`src/rtl/mult_pkg.sv`:
```
// Shared types and constants for the 8x8 shift-and-add multiplier.
package mult_pkg;

    typedef enum logic [1:0] {
        IDLE = 2'd0,
        RUN  = 2'd1,
        DONE = 2'd2
    } state_t;

    localparam int WIDTH      = 8;
    localparam int ITERATIONS = 8;
    localparam int PRODUCT_W  = 16;

endpackage

```
`src/rtl/full_adder_eight_bit.sv`:
```
// Ripple-carry adder built from one full-adder cell per bit.
module full_adder_eight_bit #(
    parameter int WIDTH = 8
) (
    input  logic [WIDTH-1:0] a,
    input  logic [WIDTH-1:0] b,
    input  logic             cin,
    output logic [WIDTH-1:0] sum,
    output logic             cout
);

    logic [WIDTH:0] carry;

    assign carry[0] = cin;

    generate
        for (genvar gi = 0; gi < WIDTH; gi++) begin : g_bit
            assign sum[gi]     = a[gi] ^ b[gi] ^ carry[gi];
            assign carry[gi+1] = (a[gi] & b[gi]) | (carry[gi] & (a[gi] ^ b[gi]));
        end
    endgenerate

    assign cout = carry[WIDTH];

endmodule

```
`src/rtl/shift_add_multiplier_eight_bit.sv`:
```
// Sequential 8x8 unsigned multiplier: one conditional add and right shift per cycle,
// eight iterations, with a start/busy/done handshake.
module shift_add_multiplier_eight_bit
    import mult_pkg::*;
#(
    parameter int WIDTH  = 8,
    parameter int ITER_W = 4
) (
    input  logic                 clk,
    input  logic                 reset,
    input  logic                 start,
    input  logic [7:0]           a,
    input  logic [7:0]           b,
    output logic                 busy,
    output logic                 done,
    output logic [PRODUCT_W-1:0] product
);

    state_t            state_reg, state_next;
    logic [ITER_W-1:0] count_reg, count_next;
    logic [WIDTH-1:0]  mcand_reg, mcand_next;
    logic [WIDTH-1:0]  acc_hi_reg, acc_hi_next;
    logic [WIDTH-1:0]  acc_lo_reg, acc_lo_next;

    logic [WIDTH-1:0]  add_b;
    logic [WIDTH-1:0]  add_sum;
    logic              add_cout;

    // Zeroing the addend when the multiplier LSB is clear makes the adder pass acc_hi through.
    assign add_b = acc_lo_reg[0] ? mcand_reg : '0;

    full_adder_eight_bit #(
        .WIDTH (WIDTH)
    ) u_adder (
        .a    (acc_hi_reg),
        .b    (add_b),
        .cin  (1'b0),
        .sum  (add_sum),
        .cout (add_cout)
    );

    always_ff @(posedge clk or posedge reset) begin
        if (reset) begin
            state_reg  <= IDLE;
            count_reg  <= '0;
            mcand_reg  <= '0;
            acc_hi_reg <= '0;
            acc_lo_reg <= '0;
        end else begin
            state_reg  <= state_next;
            count_reg  <= count_next;
            mcand_reg  <= mcand_next;
            acc_hi_reg <= acc_hi_next;
            acc_lo_reg <= acc_lo_next;
        end
    end

    always_comb begin
        state_next  = state_reg;
        count_next  = count_reg;
        mcand_next  = mcand_reg;
        acc_hi_next = acc_hi_reg;
        acc_lo_next = acc_lo_reg;

        case (state_reg)
            IDLE: begin
                if (start) begin
                    mcand_next  = a;
                    acc_hi_next = '0;
                    acc_lo_next = b;
                    count_next  = '0;
                    state_next  = RUN;
                end
            end
            RUN: begin
                // The adder carry becomes the new MSB so no product bit is lost.
                acc_hi_next = {add_cout, add_sum[WIDTH-1:1]};
                acc_lo_next = {add_sum[0], acc_lo_reg[WIDTH-1:1]};
                count_next  = count_reg + ITER_W'(1);
                if (count_reg == ITER_W'(ITERATIONS - 1)) begin
                    state_next = DONE;
                end
            end
            DONE: begin
                state_next = IDLE;
            end
            default: begin
                state_next = IDLE;
            end
        endcase
    end

    assign busy    = (state_reg != IDLE);
    assign done    = (state_reg == DONE);
    assign product = {acc_hi_reg, acc_lo_reg};

endmodule

```
`config.mk`:
```
export PLATFORM = sky130hd
export DESIGN_NAME = shift_add_multiplier_eight_bit
export DESIGN_NICKNAME = d
export VERILOG_FILES = /design/src/rtl/mult_pkg.sv /design/src/rtl/full_adder_eight_bit.sv /design/src/rtl/shift_add_multiplier_eight_bit.sv
export SDC_FILE = /design/constraint.sdc
export NUM_CORES = 1
export LEC_CHECK = 0
export ABC_AREA = 1
export CAP_MARGIN = 30
export CORE_MARGIN = 4
export CORE_UTILIZATION = 30
export CTS_CLUSTER_DIAMETER = 150
export CTS_CLUSTER_SIZE = 24
export DETAILED_ROUTE_END_ITERATION = 8
export GPL_TIMING_DRIVEN = 0
export SLEW_MARGIN = 20
export SYNTH_ARGS = -nofsm -noshare
export SYNTH_HDL_FRONTEND = slang
export SYNTH_SLANG_ARGS = --single-unit
```
`constraint.sdc`:
```
create_clock -name clk -period 4.8 [get_ports clk]
set_input_delay 0.48 -clock clk [delete_from_list [all_inputs] [get_ports clk]]
set_output_delay 0.48 -clock clk [all_outputs]
set_load 0.1 [all_outputs]
```
==> flow_summary.ini <==
[outcome]
status = finished clean

[synthesis]
synth_compound_area_share_pct = 3.33
netlist_area_um2 = 1540
ys_types = 17
yosysSeqAreaShare_pct = 48.8
synth_top_area_share_pct = 48.8
synth_simple_gate_area_share_pct = 30.3
synth_largest_area_cell = dfrtp_1
synth_commonest_cells = nand2_1 (89), dfrtp_1 (30), nand3_1 (20), inv_1 (18)
syn_nets = 215
syn_avg_cell_area_um2 = 8.23
synth_edf_count = 0
async_flop_share_pct = 100
synth_most_common_cell = nand2_1
synthMuxAreaShare_pct = 0
syn-instance-count = 187
yosys_register_bits = 30
ys_dominant_reg_cell = dfrtp_1
synth-warning-count = 0
synth.area.top_cells = dfrtp_1 (49%), nand2_1 (22%), fa_1 (9.1%)
synthAdderAreaFrac_pct = 10.7
synth_top_family_by_area = simple AND/OR/NAND/NOR gates
synthXorXnorAreaFrac_pct = 0

[cts]
cts_max_level = 2
clock_latency_ns = 0.28
cts_tree = done
postCtsHoldBufs = 0
cts.sinks = 30
cts-resized-gates = 0
cts_setup_buffers = 0
clock-root-buffer = clkbuf_8
clockBufferDepth = 2
cts_buffers = 5
path_clk_slew_ns = 0.06

[job]
drv_cap = 0

[placed_design]
dpl-instance-area_um2 = 1970
io_buffers = 35
dp_hpwl_um = 2430
place_congestion = 0.745

[route]
met2_length_um = 1570
firstDrtPassIters = 4
wire_per_inst_um = 11.5
routed_via_density = 4.31
ant_nets = 0
dr.max_layer_used = met4
met3_length_um = 197
drt_wl_total_um = 3380
wl_met1_um = 1560
drc = 0
num_vias = 1271
drt-initial-drc-count = 66

[setup_path]
cp_common_cell = fa_1
critPathLaunch = acc_lo_reg[0]
startpoint_type = flop
cp_max_fo = 9
crit_chain = clkbuf_1 > nand2_1 > inv_1 > ha_1 > fa_1 > fa_1 > inv_1 > fa_1 > inv_1 > fa_1 > inv_1 > fa_1 > inv_1 > fa_1 > inv_1 > fa_1 > o21ai_0
crit_buf_inv = 7
timing.rr.start = acc_lo_reg[0]
cp_top_family = adder cells
crit_required_ns = 5.00
cp-end-kind = flop
path_class = reg2reg
arrival_ns = 3.89
slowest_stage = fa_1
slowest_delay_ns = 0.41

[cells_and_area]
area_delta_synth_final_pct = 33.6
drive_above_1_share_pct = 7.46
fin_nets = 257
final_area_um2 = 2060
n_antenna_cell = 0
nFillCells = 502

[floorplanning]
coreArea_um2 = 4850
die-area_um2 = 6340
die_y_um = 79.6
num_io_pins = 37
die_x_um = 79.6
initial_core_util_pct = 31.7
row_count = 25

[sta]
max-slew-margin-rel_pct = 34.7
fin_tns_setup_ns = 0
period_needed_ns = 3.69
setup_viol = 0
skew_ns = 0.00302
fmaxAchievable_ghz = 0.271
rsz0062_at_grt = no
tightest_slew_ns = 0.977
fin_crit_sh_pct = 76.8
maxSlewViolCount = 0
hold_viol_final = 0

[grt]
grt_usage_pct = 11.6
grt_pass1_vias = 1246
grt_pass1_wl_um = 5660
grt_max_degree = 31
overflow = 0
antenna_found_initial = 0

[hold_path]
min_from = mcand_reg[4]
hold_path_class = reg2reg
## cell usage in the layout (no fill, tap or decap), drive strengths merged
master and count:
nand2 90, clkdlybuf4s50 35, dfrtp 30, nand3 20, inv 19, o21ai 8, fa 7, clkbuf 7
buf 5, nor2 3, ha 2, nand4 1, or2 1
## layer usage
layer / vias to the layer above / track usage, %
met4: 0 / 4.64
li1: 654 / -
met5: - / 0
met1: 582 / 14.6
met3: 7 / 3.72
met2: 28 / 18.4
## logic make-up (layout without fill, tap and decap cells)
| logic type | after synthesis | count (layout) |
|---|---|---|
| buffers and inverters | 25 | 66 |
| adder cells (fa/ha/maj) | 9 | 9 |
| AO/OA/AOI/OAI | 8 | 8 |
| flip-flops | 30 | 30 |
| AND/OR/NAND/NOR | 115 | 115 |
## final cells by class
cell class              instances  area [µm²]  area share, %
clock buffers                   6        82.6           4.02
repair buffers                 35         350           17.0
plain buffers                   6        33.8           1.64
inverters                      19        71.3           3.47
multi-input cells             132         683           33.2
flip-flops and latches         30         751           36.5
well taps                      67        83.8           4.08
## worst reg2reg max path, cell delays in order (launching register included)
cell	delay, ns
dfrtp_1	0.37
clkbuf_1	0.23
nand2_1	0.13
inv_1	0.05
ha_1	0.18
fa_1	0.38
fa_1	0.37
inv_1	0.07
fa_1	0.15
inv_1	0.05
fa_1	0.35
inv_1	0.08
fa_1	0.15
inv_1	0.05
fa_1	0.36
inv_1	0.08
fa_1	0.41
o21ai_0	0.16
## worst paths after layout
kind | endpoint | slack, ns | cells past startpoint
setup / recovery | acc_hi_reg[6] | 1.11 | 17
hold / removal | mcand_reg[4] | 0.47 | 2
setup reg to reg | acc_hi_reg[6] | 1.11 | 17
hold reg to reg | mcand_reg[4] | 0.47 | 2
max in group asynchronous | acc_lo_reg[4] | 3.79 | 2
min in group asynchronous | acc_hi_reg[0] | 0.61 | 2
## through the flow
stage                     hold WS (ns)  std cells  utilization [%]  worst slack [ns]
after floorplan                  0.442        187                -             0.884
after global placement           0.456        289             40.7              1.15
after detailed placement         0.459        289             40.7              1.08
after CTS                        0.476        295             42.4              1.07
after global routing             0.492        295             42.4             0.867
final                            0.470        295             42.4              1.11
Power is left out: the tool's default activity adds up to more than one toggle a clock period on the data nets, which glitch-free logic cannot reach.
